==> src/rtl/usb_pkg.sv <==
// Shared USB SIE definitions: PID codes, CRC constants and receive-path types.
package usb_pkg;

    localparam logic [3:0] PidOut   = 4'b0001;
    localparam logic [3:0] PidIn    = 4'b1001;
    localparam logic [3:0] PidSof   = 4'b0101;
    localparam logic [3:0] PidSetup = 4'b1101;
    localparam logic [3:0] PidData0 = 4'b0011;
    localparam logic [3:0] PidData1 = 4'b1011;
    localparam logic [3:0] PidAck   = 4'b0010;
    localparam logic [3:0] PidNak   = 4'b1010;
    localparam logic [3:0] PidStall = 4'b1110;

    localparam logic [4:0]  Crc5Poly      = 5'h05;
    localparam logic [4:0]  Crc5Init      = 5'h1F;
    localparam logic [4:0]  Crc5Residual  = 5'h0C;
    localparam logic [15:0] Crc16Poly     = 16'h8005;
    localparam logic [15:0] Crc16Init     = 16'hFFFF;
    localparam logic [15:0] Crc16Residual = 16'h800D;

    typedef enum logic {CrcMode5, CrcMode16} crc_mode_e;

    typedef enum logic [2:0] {StIdle, StToken, StData, StHsk, StDrain} rx_state_e;

    typedef struct packed {
        logic [3:0]  pid;
        logic [6:0]  addr;
        logic [3:0]  endp;
        logic [10:0] frame;
        logic        token;
        logic        hsk;
        logic [7:0]  data;
        logic        data_valid;
        logic        data_end;
        logic        data_ok;
        logic        err;
    } rx_out_t;

endpackage

==> src/rtl/sie_rx_if.sv <==
// PHY receive stream into the decoder and the per-packet events it produces.
interface sie_rx_if;
    logic [7:0]  rx_data;
    logic        rx_valid;
    logic        rx_err;
    logic        rx_ready;
    logic [3:0]  pid;
    logic [6:0]  addr;
    logic [3:0]  endp;
    logic [10:0] frame;
    logic        token;
    logic        hsk;
    logic [7:0]  data;
    logic        data_valid;
    logic        data_end;
    logic        data_ok;
    logic        pkt_err;

    modport master (
        output rx_data, rx_valid, rx_err, rx_ready,
        input  pid, addr, endp, frame, token, hsk, data, data_valid, data_end, data_ok, pkt_err
    );

    modport slave (
        input  rx_data, rx_valid, rx_err, rx_ready,
        output pid, addr, endp, frame, token, hsk, data, data_valid, data_end, data_ok, pkt_err
    );
endinterface

==> src/rtl/usb_crc_byte.sv <==
// Byte-wise CRC5/CRC16 update, data bits consumed LSB first; CRC5 lives in crc_o[4:0].
module usb_crc_byte
    import usb_pkg::*;
(
    input  crc_mode_e   mode_i,
    input  logic [15:0] crc_i,
    input  logic [7:0]  data_i,
    output logic [15:0] crc_o
);

    always_comb begin
        crc_o = crc_i;
        for (int i = 0; i < 8; i++) begin
            if (mode_i == CrcMode5) begin
                crc_o = {11'h0, crc_o[3:0], 1'b0} ^
                        ((crc_o[4] ^ data_i[i]) ? {11'h0, Crc5Poly} : 16'h0);
            end else begin
                crc_o = {crc_o[14:0], 1'b0} ^ ((crc_o[15] ^ data_i[i]) ? Crc16Poly : 16'h0);
            end
        end
    end

endmodule

==> src/rtl/sie_rx.sv <==
// SIE receive decoder: PID/CRC checking, token field extraction and data payload
// delivery with the trailing CRC16 stripped.
module sie_rx
    import usb_pkg::*;
#(
    parameter int unsigned MAX_PKT = 64
) (
    input logic     clk_i,
    input logic     rstn_i,
    input logic     usb_reset_i,
    sie_rx_if.slave rx
);

    localparam int unsigned CntW = $clog2(MAX_PKT + 3);

    rx_state_e       state_q, state_d;
    logic [CntW-1:0] cnt_q, cnt_d;
    logic [15:0]     crc_q, crc_d, crc_next;
    logic [7:0]      dly0_q, dly0_d, dly1_q, dly1_d;
    logic [3:0]      cur_pid_q, cur_pid_d;
    logic            ovf_q, ovf_d;
    rx_out_t         out_q, out_d;
    crc_mode_e       crc_mode;
    logic            is_byte, is_eop, is_abort;

    assign is_byte  = rx.rx_ready & rx.rx_valid & ~rx.rx_err;
    assign is_eop   = rx.rx_ready & ~rx.rx_valid & ~rx.rx_err;
    assign is_abort = rx.rx_ready & rx.rx_err;
    assign crc_mode = (state_q == StToken) ? CrcMode5 : CrcMode16;

    usb_crc_byte u_crc (
        .mode_i (crc_mode),
        .crc_i  (crc_q),
        .data_i (rx.rx_data),
        .crc_o  (crc_next)
    );

    always_comb begin
        state_d        = state_q;
        cnt_d          = cnt_q;
        crc_d          = crc_q;
        dly0_d         = dly0_q;
        dly1_d         = dly1_q;
        cur_pid_d      = cur_pid_q;
        ovf_d          = ovf_q;
        out_d          = out_q;
        out_d.token    = 1'b0;
        out_d.hsk      = 1'b0;
        out_d.data_valid = 1'b0;
        out_d.data_end = 1'b0;
        out_d.data_ok  = 1'b0;
        out_d.err      = 1'b0;

        unique case (state_q)
            StIdle: begin
                if (is_byte) begin
                    cur_pid_d = rx.rx_data[3:0];
                    cnt_d     = '0;
                    ovf_d     = 1'b0;
                    crc_d     = Crc16Init;
                    if (rx.rx_data[7:4] != ~rx.rx_data[3:0]) begin
                        state_d = StDrain;
                    end else begin
                        case (rx.rx_data[3:0])
                            PidOut, PidIn, PidSof, PidSetup: begin
                                state_d = StToken;
                                crc_d   = {11'h0, Crc5Init};
                            end
                            PidData0, PidData1:       state_d = StData;
                            PidAck, PidNak, PidStall: state_d = StHsk;
                            default:                  state_d = StDrain;
                        endcase
                    end
                end else if (is_eop) begin
                    out_d.err = 1'b1;
                end
            end
            StToken: begin
                if (is_byte) begin
                    if (cnt_q == CntW'(2)) begin
                        state_d = StDrain;
                    end else begin
                        cnt_d  = cnt_q + CntW'(1);
                        crc_d  = crc_next;
                        dly1_d = dly0_q;
                        dly0_d = rx.rx_data;
                    end
                end else if (is_eop) begin
                    state_d = StIdle;
                    if (cnt_q == CntW'(2) && crc_q[4:0] == Crc5Residual) begin
                        out_d.token = 1'b1;
                        out_d.pid   = cur_pid_q;
                        // dly1 holds the first token byte, dly0 the second
                        if (cur_pid_q == PidSof) begin
                            out_d.frame = {dly0_q[2:0], dly1_q};
                        end else begin
                            out_d.addr = dly1_q[6:0];
                            out_d.endp = {dly0_q[2:0], dly1_q[7]};
                        end
                    end else begin
                        out_d.err = 1'b1;
                    end
                end
            end
            StData: begin
                if (is_byte) begin
                    crc_d  = crc_next;
                    dly1_d = dly0_q;
                    dly0_d = rx.rx_data;
                    if (cnt_q != '1) cnt_d = cnt_q + CntW'(1);
                    // Emitting byte n as byte n+2 arrives keeps the CRC16 pair out of the stream
                    if (cnt_q >= CntW'(MAX_PKT + 2)) begin
                        ovf_d = 1'b1;
                    end else if (cnt_q >= CntW'(2)) begin
                        out_d.data       = dly1_q;
                        out_d.data_valid = 1'b1;
                    end
                end else if (is_eop) begin
                    state_d        = StIdle;
                    out_d.data_end = 1'b1;
                    if (cnt_q >= CntW'(2) && crc_q == Crc16Residual && !ovf_q) begin
                        out_d.data_ok = 1'b1;
                        out_d.pid     = cur_pid_q;
                    end else begin
                        out_d.err = 1'b1;
                    end
                end
            end
            StHsk: begin
                if (is_byte) begin
                    state_d = StDrain;
                end else if (is_eop) begin
                    state_d   = StIdle;
                    out_d.hsk = 1'b1;
                    out_d.pid = cur_pid_q;
                end
            end
            StDrain: begin
                if (is_eop) begin
                    state_d   = StIdle;
                    out_d.err = 1'b1;
                end
            end
            default: state_d = StIdle;
        endcase

        if (is_abort) begin
            state_d        = StIdle;
            out_d.err      = 1'b1;
            out_d.data_end = (state_q == StData);
            out_d.data_ok  = 1'b0;
        end

        // Bus reset wins over anything the PHY strobed this cycle
        if (usb_reset_i) begin
            state_d   = StIdle;
            cnt_d     = '0;
            crc_d     = '0;
            dly0_d    = '0;
            dly1_d    = '0;
            cur_pid_d = '0;
            ovf_d     = 1'b0;
            out_d     = '0;
        end
    end

    always_ff @(posedge clk_i or negedge rstn_i) begin
        if (!rstn_i) begin
            state_q   <= StIdle;
            cnt_q     <= '0;
            crc_q     <= '0;
            dly0_q    <= '0;
            dly1_q    <= '0;
            cur_pid_q <= '0;
            ovf_q     <= 1'b0;
            out_q     <= '0;
        end else begin
            state_q   <= state_d;
            cnt_q     <= cnt_d;
            crc_q     <= crc_d;
            dly0_q    <= dly0_d;
            dly1_q    <= dly1_d;
            cur_pid_q <= cur_pid_d;
            ovf_q     <= ovf_d;
            out_q     <= out_d;
        end
    end

    assign rx.pid        = out_q.pid;
    assign rx.addr       = out_q.addr;
    assign rx.endp       = out_q.endp;
    assign rx.frame      = out_q.frame;
    assign rx.token      = out_q.token;
    assign rx.hsk        = out_q.hsk;
    assign rx.data       = out_q.data;
    assign rx.data_valid = out_q.data_valid;
    assign rx.data_end   = out_q.data_end;
    assign rx.data_ok    = out_q.data_ok;
    assign rx.pkt_err    = out_q.err;

endmodule
==> src/flat_wrapper.sv <==
// flat-port wrapper written by rule: the top's interface ports become plain ports
module sie_rx_flat import usb_pkg::*;
#(
    parameter int unsigned MAX_PKT = 64
)
  (clk_i, rstn_i, usb_reset_i, rx_rx_data, rx_rx_valid, rx_rx_err, rx_rx_ready, rx_pid, rx_addr, rx_endp, rx_frame, rx_token, rx_hsk, rx_data, rx_data_valid, rx_data_end, rx_data_ok, rx_pkt_err);
  sie_rx_if rx_i ();
  input logic clk_i;
  input logic rstn_i;
  input logic usb_reset_i;
  input wire logic [$bits(rx_i.rx_data)-1:0] rx_rx_data;
  input wire logic [$bits(rx_i.rx_valid)-1:0] rx_rx_valid;
  input wire logic [$bits(rx_i.rx_err)-1:0] rx_rx_err;
  input wire logic [$bits(rx_i.rx_ready)-1:0] rx_rx_ready;
  output wire logic [$bits(rx_i.pid)-1:0] rx_pid;
  output wire logic [$bits(rx_i.addr)-1:0] rx_addr;
  output wire logic [$bits(rx_i.endp)-1:0] rx_endp;
  output wire logic [$bits(rx_i.frame)-1:0] rx_frame;
  output wire logic [$bits(rx_i.token)-1:0] rx_token;
  output wire logic [$bits(rx_i.hsk)-1:0] rx_hsk;
  output wire logic [$bits(rx_i.data)-1:0] rx_data;
  output wire logic [$bits(rx_i.data_valid)-1:0] rx_data_valid;
  output wire logic [$bits(rx_i.data_end)-1:0] rx_data_end;
  output wire logic [$bits(rx_i.data_ok)-1:0] rx_data_ok;
  output wire logic [$bits(rx_i.pkt_err)-1:0] rx_pkt_err;
  assign rx_i.rx_data = rx_rx_data;
  assign rx_i.rx_valid = rx_rx_valid;
  assign rx_i.rx_err = rx_rx_err;
  assign rx_i.rx_ready = rx_rx_ready;
  assign rx_pid = rx_i.pid;
  assign rx_addr = rx_i.addr;
  assign rx_endp = rx_i.endp;
  assign rx_frame = rx_i.frame;
  assign rx_token = rx_i.token;
  assign rx_hsk = rx_i.hsk;
  assign rx_data = rx_i.data;
  assign rx_data_valid = rx_i.data_valid;
  assign rx_data_end = rx_i.data_end;
  assign rx_data_ok = rx_i.data_ok;
  assign rx_pkt_err = rx_i.pkt_err;
  sie_rx #(.MAX_PKT(MAX_PKT)) u_core (.clk_i(clk_i), .rstn_i(rstn_i), .usb_reset_i(usb_reset_i), .rx(rx_i));
endmodule
==> config.mk <==
export PLATFORM = sky130hd
export DESIGN_NAME = sie_rx_flat
export DESIGN_NICKNAME = d
export VERILOG_FILES = /design/src/rtl/usb_pkg.sv /design/src/rtl/sie_rx_if.sv /design/src/rtl/usb_crc_byte.sv /design/src/rtl/sie_rx.sv /design/src/flat_wrapper.sv
export SDC_FILE = /design/constraint.sdc
export NUM_CORES = 1
export LEC_CHECK = 0
export ABC_AREA = 1
export CORE_MARGIN = 4
export CORE_UTILIZATION = 56
export DETAILED_ROUTE_END_ITERATION = 16
export GPL_ROUTABILITY_DRIVEN = 0
export PLACE_DENSITY = 0.9
export SETUP_SLACK_MARGIN = 0.15
export SLEW_MARGIN = 20
export SYNTH_ARGS = -nofsm -noshare
export SYNTH_HDL_FRONTEND = slang
export SYNTH_SLANG_ARGS = --single-unit
==> constraint.sdc <==
create_clock -name clk_i -period 2.8 [get_ports clk_i]
set_clock_uncertainty 0.05 [all_clocks]
set_input_delay 0.28 -clock clk_i [delete_from_list [all_inputs] [get_ports clk_i]]
set_output_delay 0.28 -clock clk_i [all_outputs]
set_load 0.005 [all_outputs]
==> impl_results.md <==
* Initial core utilization at 58.2%
* Most frequently used flop master after synthesis: dfrtp_1
* Critical Path RT at 3.00 ns
* Commonest non-fill, non-tap cells in the layout: 99 x nand2_1, 85 x dfrtp_1, 73 x inv_1
* Logic pwr share at a little under three fifths
* CP Cell Sequence: nor2_4 -> nand2_4 -> inv_1 -> nand2_1 -> nand2_1 -> xor2_1 -> inv_1 -> nand2_1 -> nand2_1 -> xor2_1 -> nand2_1 -> nand2_1 -> xor2_2 -> nand2_1 -> nand3_2 -> nand2_2 -> o21ai_1 -> o21ai_1
* GRT Total Usage at 27.9%
* Critical path arrival at between 3 and 4 ns
* Synthesis Warnings at 0
* Relative slew slack at between 40% and 50%
* Top cells by area, synth: dfrtp_1 48%, nand2_1 9.0%, inv_1 6.4%
* Yosys reg bits at between 80 and 90
* Async SR Flop Fraction at between 90% and 100%
* DP HPWL at 9.33 mm
* Die area at between 9000 and 10000 um^2
* Count of pins over their slew limit at 0
* Final Net Count at ~670
* EDFF count, synth at 0
* Leak at approximately 2.7 nW
* Sw frac at 46.7%
* Status: finished with violations
* Synthesized Nets at roughly 570
* CTS tree: done
* Final Worst Setup Slack at -0.212 ns
* CTS Buffer Depth at 2
* Failing checks: setup timing
* IO buf count at 53
* Cts bufs inserted at 9
* Max IR drop VDD at around 0.65 mV
* Final Core Density at about three quarters
* Clk_lat worst skew at roughly 0.37 ns
* Gr ovfl total at 0
* Critical path peak fanout at 8
* # H-tree levels at 3
* Crit-path max cell delay at around 0.44 ns
* Crit Path Class: register to register
* RSZ-0062 raised after global routing: yes
* Final ANT Viol Nets at 0
* I/O pin cnt at 54
* Critical Path Most Common Cell: nand2_1
* Die height at 98.3 um
* Setup TNS at -0.463 ns
* Design Power at just under 6 mW
* Routed vias/inst at 6.18
* Seq/Total Area, Yosys at roughly 48%
* Synth Area per Inst at between 8 and 9 um^2
* Worst Tran Pin Value at between 0.7 and 0.8 ns
* Vias at roughly 4700
* Reg power frac at between 20% and 30%
* Non-Filler Instances at 765
* Final WL at 14.4 mm
* Drt drc at 0
* Area growth from synthesis to layout at 29.5%
* Final Critical Period at ~3 ns
* Core Footprint at a little under 8000 um^2
* Final hold violations at 0
* CP max-delay cell: dfrtp_2
* Row count at 32
* Max-capacitance violation count at 0
* Largest net degree at the start of global routing at 88
* Sequential cell area at approximately 2200 um^2
* Clock power frac at between 10% and 20%
* Worst setup EP type: register
* Commonest non-fill, non-tap cell in the layout: nand2_1
* Die X at approximately 100 um
* Final setup viols at 3
* Yosys top cell area share at between 40 and 50%
* Power Density at roughly 1000 nW/um^2
* Share of cells above drive strength 1 at ~22%
* Initial drt markers at between 500 and 600
* Synth cell types at 46
* Worst hold path class: register to register
* Placed Cells at between 700 and 800
* FMAX at between 0.3 and 0.4 GHz
* Mapped Area at ~4600 um^2
* Fin crit share at 108%
* P_int at 3.16 mW
* Antenna fix cells at 0
* Post-synth top area cell: dfrtp_1
* First-pass GRT wire length at ~22 mm
* Vias in the first global route at 4515
* TritonRoute pass-1 iters at 5
* NetSw at between 2 and 3 mW
* Clk pin slew, worst setup/hold paths at roughly 0.11 ns
* Area of the multi-input gates at 2170 um^2
* Syn Inst Count at between 500 and 600
* Initial antenna violation count at 0
* Fill cell count at between 400 and 500
* Startpoint class of the critical path: register
* Routed WL per cell at about 19 um
* Root Driver: clkbuf_8
* # clock sinks at 87
==> cells by family (layout without fill, tap and decap cells) <==
kind of cell,after synthesis,after routing,share of synthesized area (%)
simple gates,233,233,24.1
compound gates,116,116,14.6
flops,87,87,47.6
xor+xnor,15,15,3.04
buf+inv,98,204,8.57
mux,6,6,1.48
fa+ha+maj,2,2,0.548
==> final cells by class <==
| cell class | count | area share [%] |
|---|---|---|
| Sequential cell | 87 | 36.8 |
| Clock buffer | 9 | 2.09 |
| Tap cell | 102 | 2.16 |
| Multi-Input combinational cell | 372 | 36.7 |
| Clock inverter | 7 | 1.23 |
| Inverter | 84 | 5.33 |
| Timing Repair Buffer | 104 | 15.6 |
==> cells in the mapped netlist, types with 2 or more instances <==
cell type  instances
inv_2              5
o31ai_1            5
nand3b_1           2
inv_1             78
nor2_1            42
clkbuf_1          11
o21ai_0           57
xor2_1            10
nor4_1             3
o21ai_1            7
nand2_1          109
o22ai_1           13
nand4_2            2
nand2_2            9
nand3_2            9
nand3_1           30
nand2_4            3
nand4_1            7
mux2_2             6
nor3_1            13
o32ai_1            2
dfrtp_1           87
a31oi_1            2
xnor2_1            4
ha_1               2
a21oi_1           18
clkbuf_8           2
==> per-stage QoR <==
| stage | setup slack (ns) | hold WS (ns) | area (um^2) |
|---|---|---|---|
| 4_1_cts | 0.128 | 0.0963 | 5680 |
| 5_1_grt | -0.431 | 0.472 | 5920 |
| 3_5_place_dp | -0.262 | 0.422 | 5420 |
| 6_report | -0.212 | 0.446 | 5920 |
| 3_3_place_gp | -0.106 | 0.414 | 5420 |
| 2_1_floorplan | 0.411 | -0.0656 | 4570 |
==> metal layers <==
metal	routed length (um)	vias to the layer above	share of wire, %	GRT usage [%]
met5	0	-	0	0
met3	1460	110	10	5.79
met4	1010	0	7.0	16.1
met1	5110	2207	35	33.9
li1	-	2045	-	-
met2	6800	362	47	46.0
==> path summary, 6_finish.rpt <==
kind                                     from            endpoint  slack (ns)  cells after the start
max in group asynchronous              rstn_i   u_core.state_q[0]        1.69                      2
setup reg to reg            u_core.state_q[2]     u_core.crc_q[0]       -0.21                     18
hold / removal             u_core.rx.frame[3]  u_core.rx.frame[3]        0.45                      2
hold reg to reg            u_core.rx.frame[3]  u_core.rx.frame[3]        0.45                      2
setup / recovery            u_core.state_q[2]     u_core.crc_q[0]       -0.21                     18
min in group asynchronous              rstn_i    u_core.rx.pid[2]        0.47                      2
==> worst max-delay path: cells and delay by family (launching register included) <==
kind	cells	cell delay (ns)
AND/OR/NAND/NOR	11	1.14
AO/OA/AOI/OAI	2	0.28
flip-flops	1	0.44
buffers and inverters	2	0.22
XOR/XNOR	3	0.76
==> sequential cells by signal (all words and copies together) (netlist names), 3 cells and up <==
name / count
u_core.rx.addr: 7
u_core.rx.pid: 4
u_core.rx.data: 8
u_core.cnt_q: 7
u_core.rx.endp: 4
u_core.dly1_q: 8
u_core.state_q: 3
u_core.crc_q: 16
u_core.dly0_q: 8
u_core.cur_pid_q: 4
u_core.rx.frame: 11
==> power groups by stage <==
stage               clock, mW  sequential (mW)  combinational [mW]
finish                  0.876             1.72                3.33
global route            0.928             1.73                3.55
global placement            0             1.70                2.45
CTS                     0.871             1.69                2.75
detailed placement          0             1.71                2.58
floorplan                   0             1.64                1.66
==> timing repair <==
action | CTS | global route
endpoints found under the hold margin | 0 | 62
cloned | 0 | 1
hold buffers | 0 | 1
setup buffers | 3 | 10
pin swaps | 3 | 22
resized for setup | 12 | 47
setup endpoints to repair | 6 | 44
Power figures use the tool's default switching activity.
